$ cat src/rtl/md_sequencer.sv
// md_sequencer: sequencer for the shared multi-cycle multiply/divide unit.
// Accepts a one-cycle start request, holds multOp/divOp for CYCLES clocks,
// then pulses StoreMD/done so the HI/LO result is latched. busy covers the
// whole operation so the control FSM can stall on it.
//
// Optional feature macro: MD_DIVZERO_CHECK_EN
//   defined     -> a divide started with divisor_zero=1 takes the ERR path and
//                  raises a one-cycle div_zero pulse instead of running.
//   not defined -> divisor_zero is ignored, ERR is unreachable, div_zero is 0.
module md_sequencer #(
    parameter int CYCLES = 32,  // enable-high cycles per operation, 2..2**CNT_W
    parameter int CNT_W  = 5    // iteration counter width
) (
    input  logic       clk,
    input  logic       reset,         // asynchronous, active-low
    input  logic       start,
    input  logic       op,            // 0 = multiply, 1 = divide
    input  logic       divisor_zero,
    input  logic       abort,
    output logic       multOp,
    output logic       divOp,
    output logic [1:0] StoreMD,       // 2'b01 divide, 2'b10 multiply
    output logic       busy,
    output logic       done,
    output logic       div_zero
);

    typedef enum logic [1:0] {
        IDLE  = 2'd0,
        RUN   = 2'd1,
        STORE = 2'd2,
        ERR   = 2'd3
    } state_t;

    localparam logic [CNT_W-1:0] CNT_LOAD = CNT_W'(CYCLES - 1);

    state_t           state;
    logic [CNT_W-1:0] cnt;
    logic             op_q;
    logic             zero_err;

    // Decide at accept time whether this request is a divide-by-zero.
`ifdef MD_DIVZERO_CHECK_EN
    assign zero_err = op & divisor_zero;
`else
    logic unused_divisor_zero;
    assign unused_divisor_zero = divisor_zero;
    assign zero_err            = 1'b0;
`endif

    // Sequencer FSM: state, iteration counter and all registered outputs.
    always_ff @(posedge clk or negedge reset) begin
        if (!reset) begin
            state    <= IDLE;
            cnt      <= '0;
            op_q     <= 1'b0;
            multOp   <= 1'b0;
            divOp    <= 1'b0;
            StoreMD  <= 2'b00;
            busy     <= 1'b0;
            done     <= 1'b0;
            div_zero <= 1'b0;
        end else begin
            // NOTE: pulse outputs default low every edge with non-blocking
            // assignments; a later assignment in the same block overrides it,
            // so each pulse lasts exactly one cycle.
            StoreMD  <= 2'b00;
            done     <= 1'b0;
            div_zero <= 1'b0;

            if (abort) begin
                // Cancel wins over everything, including a same-cycle start.
                state  <= IDLE;
                multOp <= 1'b0;
                divOp  <= 1'b0;
                busy   <= 1'b0;
            end else begin
                unique case (state)
                    IDLE: begin
                        if (start) begin
                            op_q <= op;
                            busy <= 1'b1;
                            if (zero_err) begin
                                state    <= ERR;
                                div_zero <= 1'b1;
                            end else begin
                                state  <= RUN;
                                cnt    <= CNT_LOAD;
                                multOp <= ~op;
                                divOp  <= op;
                            end
                        end
                    end

                    RUN: begin
                        if (cnt == '0) begin
                            state   <= STORE;
                            multOp  <= 1'b0;
                            divOp   <= 1'b0;
                            StoreMD <= op_q ? 2'b01 : 2'b10;
                            done    <= 1'b1;
                        end else begin
                            cnt <= cnt - 1'b1;
                        end
                    end

                    STORE: begin
                        state <= IDLE;
                        busy  <= 1'b0;
                    end

                    ERR: begin
                        state <= IDLE;
                        busy  <= 1'b0;
                    end

                    default: begin
                        state <= IDLE;
                        busy  <= 1'b0;
                    end
                endcase
            end
        end
    end

endmodule
$ cat config.mk
export PLATFORM = sky130hd
export DESIGN_NAME = md_sequencer
export DESIGN_NICKNAME = d
export VERILOG_FILES = /design/src/rtl/md_sequencer.sv
export SDC_FILE = /design/constraint.sdc
export NUM_CORES = 1
export LEC_CHECK = 0
export BUFFER_PORTS_ARGS = -buffer_cell sky130_fd_sc_hd__buf_2
export CORE_MARGIN = 2
export CORE_UTILIZATION = 33
export CTS_CLUSTER_DIAMETER = 100
export CTS_CLUSTER_SIZE = 10
export DETAILED_ROUTE_END_ITERATION = 8
export HOLD_SLACK_MARGIN = 0.12
export PLACE_DENSITY_LB_ADDON = 0.1
export SYNTH_ARGS = -nofsm -noshare
export SYNTH_HDL_FRONTEND = slang
export SYNTH_SLANG_ARGS = --single-unit
$ cat constraint.sdc
create_clock -name clk -period 1.7 [get_ports clk]
set_clock_uncertainty 0.1 [all_clocks]
set_input_delay 0.34 -clock clk [delete_from_list [all_inputs] [get_ports clk]]
set_output_delay 0.34 -clock clk [all_outputs]
set_load 0.005 [all_outputs]
==> out/summary.txt, run 1 <==
Final Util -> 0.4926
Placed Area -> 802.0 sq um
crit path time final -> 1.679 ns
XOR/XNOR Fraction of Synth Area -> 0.01367
largest fanout on the critical path -> 4
Synth Area in Compound Gates -> 0.1484
gr usage total -> 0.1394
Synth top area share -> 0.5469
net count after synthesis -> 61
CP startpoint kind -> flip-flop
synthesized area per cell -> 11.86 sq um
hold slack -> 0.2322 ns
PwrDens -> 879.0 nW/um^2
drc violations -> 0
Synthesis Warnings -> 0
chip width -> 48.06 um
sequential area share after synthesis -> 0.5469
Port Buffers -> 10
largest net degree at the start of global routing -> 15
Synth area leader -> dfrtp_1
global-route wire length before repair -> 2.152 mm
# H-tree levels -> 1
Netlist Area Pre-Place -> 640.6 sq um
drt pass-1 iters -> 2
final instance area -> 878.3 sq um
WS Path Type -> flip-flop to flip-flop
Post-synth ARST share -> 1.000
Worst Setup End Kind -> flip-flop
maximum VDD drop -> 493.4 uV
CP startpoint -> cnt[0]
Hold Fails Final Rpt -> 0
die area -> 2310 sq um
Ant. Diodes -> 0
Data arrival, critical path -> 1.74 ns
vias in the first global route -> 483
Netlist cell types -> 30
EDFF count, synth -> 0
fin. max-slew vios -> 0
Worst EP required -> 1.76 ns
Final #Nets -> 89
RSZ-0062 raised after global routing -> true
Initial Utilization -> 0.3593
CTS sink cnt -> 14
CTS tree -> built
Post-Synth Simple-Gate Area -> 0.1914
Leak -> 0.4170 nW
adder-cell area share of the yosys netlist -> 0.01953
initial antenna violation count -> 0
Post-synth top cells -> dfrtp_1, nor2_1, nor3_1
Via density -> 4.514
initial drt markers -> 5
Clock transition at path regs -> 0.07 ns
fmax -> 0.5957 GHz
#FFs+latches synth -> 14
Avg WL per Cell -> 11.97 um
Tcrit/Tclk final -> 0.9875
Die H -> 48.06 um
Core ar. -> 1783 sq um
Max-Cap Viols -> 0
GPL Wtd Cong -> 0.7009
class of the worst hold path -> input pin to flip-flop
Worst R2R Start -> cnt[0]
largest family of logic cells by synthesized area -> simple AND/OR/NAND/NOR gates
most frequent cell after synthesis -> dfrtp_1
vias post-DR -> 474
Area growth, synth to finish -> 37.11%
Routed WL -> 1.257 mm
CTS Buffer Depth -> 2
Synth area leaders -> dfrtp_1, nor4b_4, a22o_1
HP Start -> op
# setup viols final -> 0
CTS Root Cell -> clkbuf_4
mux cell area share after synthesis -> 0.03516
Rows -> 15
share of cells above drive strength 1 -> 0.4875
cells after synthesis -> 54
Power, Total -> 772.1 uW
# IOs -> 13
CTS Buf Count -> 3
Clock Latency Late Sink -> 0.27 ns
antenna violation net count after detailed routing -> 0
total gr overflow -> 0
ys flop type -> dfrtp_1
status -> complete, no violations
post-DP HPWL -> 956.5 um
power breakdown:
group	internal, mW	switching [mW]
sequential	0.369	0.0218
clock	0.0819	0.0906
combinational	0.118	0.0907
critical path, stage by stage, from the launching register on:
cell	delay, ns
dfrtp_1	0.39
inv_2	0.07
ha_4	0.14
or4b_4	0.49
a21o_1	0.20
a22o_1	0.17
final cells by class:
type                       count  area (sq um)
clock buffer                   3         22.52
multi-input combinational     35         294.0
timing repair buffer          26         172.7
fill                         168         904.6
tap                           25         31.28
sequential                    14         350.3
inverter                       2         7.507
logic make-up (layout without fill, tap and decap cells):
kind of cell	Yosys count	count (layout)
xor gates and xnor gates	1	1
buffers and inverters	5	31
DFF	14	14
other	1	1
and+or+nand+nor	17	17
AOI/OAI and AO/OA	13	13
muxes	2	2
adders and majority gates	1	1
timing repair:
action,in CTS,in global routing
pin swaps,3,1
endpoints found under the setup margin,5,5
setup buffers,0,2
resized for setup,3,4
hold endpoints to repair,14,0
hold buffers,1,0
layout by cell type, fill, tap and decap left out, drive strengths merged, types with 3 or more instances in the layout:
| cell type | synthesis | layout |
|---|---|---|
| clkbuf | 0 | 3 |
| dfrtp | 14 | 14 |
| buf | 3 | 25 |
| nor3 | 3 | 3 |
| nor2 | 4 | 4 |
worst paths after layout:
check / cells after the start / end / slack [ns]
setup / recovery: 5 / cnt[2] / 0.02
setup reg to reg: 5 / cnt[2] / 0.02
hold reg to reg: 1 / StoreMD[1] / 0.37
hold / removal: 2 / divOp / 0.23
min in group asynchronous: 2 / state[1] / 0.40
max in group asynchronous: 2 / cnt[1] / 0.87
sequential cells by signal, summed over array words and instances, names as in the netlist:
name,cells
state,2
cnt,5
StoreMD,2
divOp,1
multOp,1
busy,1
op_q,1
done,1
metrics by stage:
stage	setup TNS [ns]	std cells	worst slack [ns]
global route	-0.03367	105	-0.02554
finish	0	105	0.02122
floorplan	-0.05550	54	-0.05550
CTS	-0.02643	103	-0.02643
global placement	-0.1628	99	-0.1077
detailed placement	-0.1711	99	-0.09245
routing by layer:
layer / routed length (um) / vias up / GRT usage / share of wire
met5: 0 / - / 0 / 0
met4: 12 / 0 / 0.03243 / 0.0095
met3: 50 / 2 / 0.05660 / 0.040
met2: 550 / 11 / 0.2213 / 0.44
met1: 643 / 213 / 0.1778 / 0.51
li1: - / 248 / - / -
Note: power is estimated with default switching activity, not from simulation.
==> inputs of run 2 (changes only) <==
--- a/config.mk
+++ b/config.mk
@@ -12,7 +12,9 @@
 export CTS_CLUSTER_SIZE = 10
 export DETAILED_ROUTE_END_ITERATION = 8
 export HOLD_SLACK_MARGIN = 0.12
+export MAX_ROUTING_LAYER = met4
 export PLACE_DENSITY_LB_ADDON = 0.1
+export SETUP_SLACK_MARGIN = 0.05
 export SYNTH_ARGS = -nofsm -noshare
 export SYNTH_HDL_FRONTEND = slang
 export SYNTH_SLANG_ARGS = --single-unit
==> run 2 against run 1 <==
- the flow now finishes with violations (setup timing)
- clock power grew 34%
- die area stayed put
- maximum frequency down 1.6%
- non-clock buffer count is the same
- final area rose by 1.4%
- final cell count up 0.95%
- combinational power shrank 4%
- highest routed layer unchanged
==> out/summary.txt, run 2 (same netlist as run 1, synthesis figures left out) <==
# H-tree levels -> 1
Routed WL -> 1.239 mm
# setup viols final -> 1
most common cell after layout, fill and taps aside -> buf_4
Clock transition at path regs -> 0.08 ns
status -> complete, but fails checks
Die H -> 48.06 um
CTS sink cnt -> 14
crit path time final -> 1.707 ns
fmax -> 0.5860 GHz
fin. max-slew vios -> 0
chip width -> 48.06 um
PwrDens -> 917.7 nW/um^2
global-route wire length before repair -> 1.952 mm
Logic pwr share -> 0.246
Clock Latency Late Sink -> 0.27 ns
Final #Nets -> 89
largest fanout on the critical path -> 5
CTS Buffer Depth -> 2
hold slack -> 0.2189 ns
Initial Utilization -> 0.3593
Rows -> 15
Worst R2R Start -> cnt[1]
# IOs -> 13
Avg WL per Cell -> 11.69 um
GPL Wtd Cong -> 0.7549
Port Buffers -> 10
Hold Fails Final Rpt -> 0
class of the worst hold path -> input pin to flip-flop
most frequent cells in the layout -> buf_4, dfrtp_1, buf_2, nor2_1
drc violations -> 0
Tcrit/Tclk final -> 1.004
share of cells above drive strength 1 -> 0.4691
post-DP HPWL -> 907.7 um
CP startpoint kind -> flip-flop
CTS Buf Count -> 3
gr usage total -> 0.1342
Max-Cap Viols -> 0
Switching Share -> 0.2509
total gr overflow -> 0
RSZ-0062 raised after global routing -> true
Leak -> 0.4451 nW
largest net degree at the start of global routing -> 15
Area growth, synth to finish -> 39.06%
Via density -> 4.491
vias in the first global route -> 436
Core ar. -> 1783 sq um
dpl ws -> -0.08514 ns
biggest regs -> cnt: 5 flops, StoreMD: 2 flops, state: 2 flops
antenna violation net count after detailed routing -> 0
Ant. Diodes -> 0
HP Start -> op
final instance area -> 890.9 sq um
die area -> 2310 sq um
Placed Area -> 822.0 sq um
sw power -> 205.1 uW
drt pass-1 iters -> 4
vias post-DR -> 476
CTS Root Cell -> clkbuf_4
WS Path Type -> flip-flop to flip-flop
Sum Neg Setup Slack -> -0.006610 ns
initial antenna violation count -> 0
Worst Setup End Kind -> flip-flop
clock power share -> 0.282
sequential share of power -> 0.472
Worst EP required -> 1.76 ns
maximum VDD drop -> 579.2 uV
CTS tree -> built
Power, Total -> 817.5 uW
largest reg by FF count -> cnt
Data arrival, critical path -> 1.77 ns
CP startpoint -> cnt[1]
initial drt markers -> 3
max reg flops -> 5
internal power -> 612.4 uW
worst setup margin -> -0.006610 ns
fillers -> 171
failing checks -> setup timing
[run 2: path summary, 6_finish.rpt]
path / slack, ns / cells after the start / endpoint
worst max-delay path: -0.007 / 5 / cnt[2]
worst min-delay path: 0.22 / 2 / divOp
worst max register to register: -0.007 / 5 / cnt[2]
worst min register to register: 0.36 / 1 / StoreMD[1]
max in group asynchronous: 0.88 / 2 / cnt[2]
min in group asynchronous: 0.38 / 2 / divOp
[run 2: through the flow]
stage / instances / util
floorplan: 54 / -
global placement: 100 / 0.4611
detailed placement: 100 / 0.4611
global route: 106 / 0.4996
CTS: 105 / 0.4905
finish: 106 / 0.4996
[run 2: timing repair]
| action | in CTS | in global routing |
|---|---|---|
| endpoints found under the setup margin | 5 | 7 |
| gates resized for setup | 2 | 1 |
| buffers inserted | 0 | 1 |
| hold buffers | 1 | 0 |
| endpoints found under the hold margin | 14 | 0 |
| pin swaps | 4 | 1 |
[run 2: layout make-up]
cell class | instances | area [sq um] | share of cell area
clock buffer | 4 | 36.28 | 0.04073
tap | 25 | 31.28 | 0.03511
inverter | 2 | 7.507 | 0.008427
timing repair buffer | 26 | 172.7 | 0.1938
sequential | 14 | 350.3 | 0.3933
multi-input combinational | 35 | 292.8 | 0.3287
[run 2: per-layer routing]
metal,vias to the layer above,routed length (um),global-route usage
met4,0,14,0.06486
met1,218,623,0.1751
met5,-,0,-
met3,2,44,0.05660
li1,246,-,-
met2,10,557,0.1760
[run 2: worst max-delay path, stage by stage, from the launching register on]
cell	delay, ns
dfrtp_1	0.38
inv_1	0.06
ha_2	0.17
or4b_4	0.50
a21o_1	0.21
a22o_1	0.18
[run 2: power groups by stage]
stage / clock network (mW) / registers, mW / logic, mW
floorplan: 0 / 0.402 / 0.0824
global placement: 0 / 0.393 / 0.183
detailed placement: 0 / 0.393 / 0.183
CTS: 0.243 / 0.387 / 0.188
global route: 0.271 / 0.390 / 0.223
finish: 0.230 / 0.386 / 0.201
==> inputs of run 3 (changes only) <==
--- a/config.mk
+++ b/config.mk
@@ -6,6 +6,9 @@
 export NUM_CORES = 1
 export LEC_CHECK = 0
 export BUFFER_PORTS_ARGS = -buffer_cell sky130_fd_sc_hd__buf_2
+export CELL_PAD_IN_SITES_DETAIL_PLACEMENT = 1
+export CELL_PAD_IN_SITES_GLOBAL_PLACEMENT = 1
+export CORE_ASPECT_RATIO = 0.7
 export CORE_MARGIN = 2
 export CORE_UTILIZATION = 33
 export CTS_CLUSTER_DIAMETER = 100
==> run 3 against run 2 <==
- register-to-register slack barely moved
- sequential power rose by 2%
- the flow now finishes without violations
- flip-flop and latch count did not move
- first-iteration DRC count fell by 67%
- core utilization rose by 0.14 points
- count of clock-buffer cells in the layout did not move
- critical path depth did not move
- highest routed layer is now met3
- clock power rose by 7%
==> out/summary.txt, run 3 (same netlist as run 1, synthesis figures left out) <==
worst setup margin -> 0.003528 ns
largest fanout on the critical path -> 4
WS Path Type -> flip-flop to flip-flop
Ant. Diodes -> 0
Data arrival, critical path -> 1.78 ns
Logic pwr share -> 0.269
r2r endpoint -> cnt[2]
initial drt markers -> 1
max reg flops -> 5
Core ar. -> 1838 sq um
Worst Setup End Kind -> flip-flop
fillers -> 216
largest reg by FF count -> cnt
Avg WL per Cell -> 15.86 um
CTS sink cnt -> 14
CTS Buf Count -> 3
CTS Root Cell -> clkbuf_4
chip width -> 56.66 um
# H-tree levels -> 1
Worst EP required -> 1.78 ns
Initial Utilization -> 0.3485
CTS tree -> built
hold slack -> 0.2347 ns
Rows -> 13
biggest regs -> cnt: 5 flops, StoreMD: 2 flops, state: 2 flops
crit path time final -> 1.696 ns
Final #Nets -> 91
Die H -> 40.87 um
clock power share -> 0.281
vias in the first global route -> 542
Hold Fails Final Rpt -> 0
Clock transition at path regs -> 0.09 ns
CP startpoint -> cnt[1]
drc violations -> 0
Clock Latency Late Sink -> 0.28 ns
fin. max-slew vios -> 0
class of the worst hold path -> input pin to flip-flop
final instance area -> 920.9 sq um
Port Buffers -> 10
status -> complete, no violations
fmax -> 0.5895 GHz
# IOs -> 13
Sum Neg Setup Slack -> 0 ns
Switching Share -> 0.2769
Met3 Routed Length -> 52 um
CTS Buffer Depth -> 2
global-route wire length before repair -> 2.656 mm
R2R depth -> 5
dpl ws -> -0.1349 ns
gr usage total -> 0.1706
M1 WL -> 813 um
drt pass-1 iters -> 2
share of cells above drive strength 1 -> 0.5301
Area growth, synth to finish -> 43.75%
Top Metal Used -> met3
total gr overflow -> 0
die area -> 2315 sq um
Routed WL -> 1.665 mm
internal power -> 629.7 uW
maximum VDD drop -> 721.0 uV
vias post-DR -> 518
R2R setup slack -> 0.004 ns
Leak -> 0.4563 nW
Final Util -> 0.5010
# setup viols final -> 0
CP startpoint kind -> flip-flop
most common cell after layout, fill and taps aside -> buf_4
Worst R2R Start -> cnt[1]
sequential share of power -> 0.450
largest net degree at the start of global routing -> 15
PwrDens -> 945.7 nW/um^2
antenna violation net count after detailed routing -> 0
initial antenna violation count -> 0
sw power -> 241.1 uW
RSZ-0062 raised after global routing -> true
Setup crit end -> cnt[2]
Placed Area -> 810.8 sq um
Via density -> 4.933
GPL Wtd Cong -> 0.7096
Tcrit/Tclk final -> 0.9979
Max-Cap Viols -> 0
post-DP HPWL -> 1.154 mm
most frequent cells in the layout -> buf_4, dfrtp_1, buf_2, nor2_1
metal2 WL -> 799 um
==> run 3: changes by cell type in the layout (fill, tap and decap cells not counted) <==
cell      previous run  this run
mux2_4               0         1
ha_4                 0         1
inv_1                2         0
ha_2                 1         0
inv_2                0         2
a211oi_1             2         1
buf_4               15        17
a211oi_2             0         1
mux2_1               1         0
==> run 3: final cells by class <==
cell class / instances / area [sq um] / area share
inverters: 2 / 7.507 / 0.008152
repair buffers: 28 / 187.7 / 0.2038
well taps: 22 / 27.53 / 0.02989
multi-input cells: 35 / 311.5 / 0.3383
flip-flops and latches: 14 / 350.3 / 0.3804
clock buffers: 4 / 36.28 / 0.03940
==> run 3: power groups by stage <==
stage          Clock [mW]  Combinational [mW]  Sequential [mW]
2_1_floorplan           0              0.0824            0.402
3_3_place_gp            0               0.178            0.394
3_5_place_dp            0               0.182            0.395
4_1_cts             0.249               0.222            0.391
5_1_grt             0.270               0.257            0.395
6_report            0.245               0.234            0.392
==> run 3: routing by layer <==
| metal | up-vias | track usage |
|---|---|---|
| met4 | 0 | 0.03571 |
| met5 | - | - |
| met1 | 260 | 0.2023 |
| li1 | 251 | - |
| met3 | 0 | 0.06625 |
| met2 | 7 | 0.2849 |
==> run 3: critical path, stage by stage (launching register included) <==
cell	delay, ns
dfrtp_1	0.39
inv_2	0.07
ha_4	0.14
or4b_4	0.51
a21o_1	0.21
a22o_1	0.18
==> run 3: timing repair <==
action                                  4_1_cts  5_1_grt
endpoints found under the setup margin        8        5
pin swaps                                     3        1
gates resized for setup                       6        2
hold buffers                                  1        0
hold endpoints to repair                     14        0
buffers inserted                              3        1
==> run 3: stage by stage <==
step | instances | power [mW]
after CTS | 104 | 0.8626
after floorplan | 54 | 0.4846
after detailed placement | 96 | 0.5763
after global placement | 96 | 0.5712
final | 105 | 0.8708
after global routing | 105 | 0.9223
==> run 3: how the worst min path moves through the flow <==
| stage | depth (start not counted) | end | from | slack, ns |
|---|---|---|---|---|
| floorplan | 0 | StoreMD[0] | reset | -0.06 |
| detailed placement | 1 | divOp | reset | 0.16 |
| finish | 2 | divOp | op | 0.23 |
| CTS | 2 | divOp | op | 0.23 |
| global route | 2 | divOp | op | 0.23 |
| global placement | 1 | divOp | reset | 0.16 |
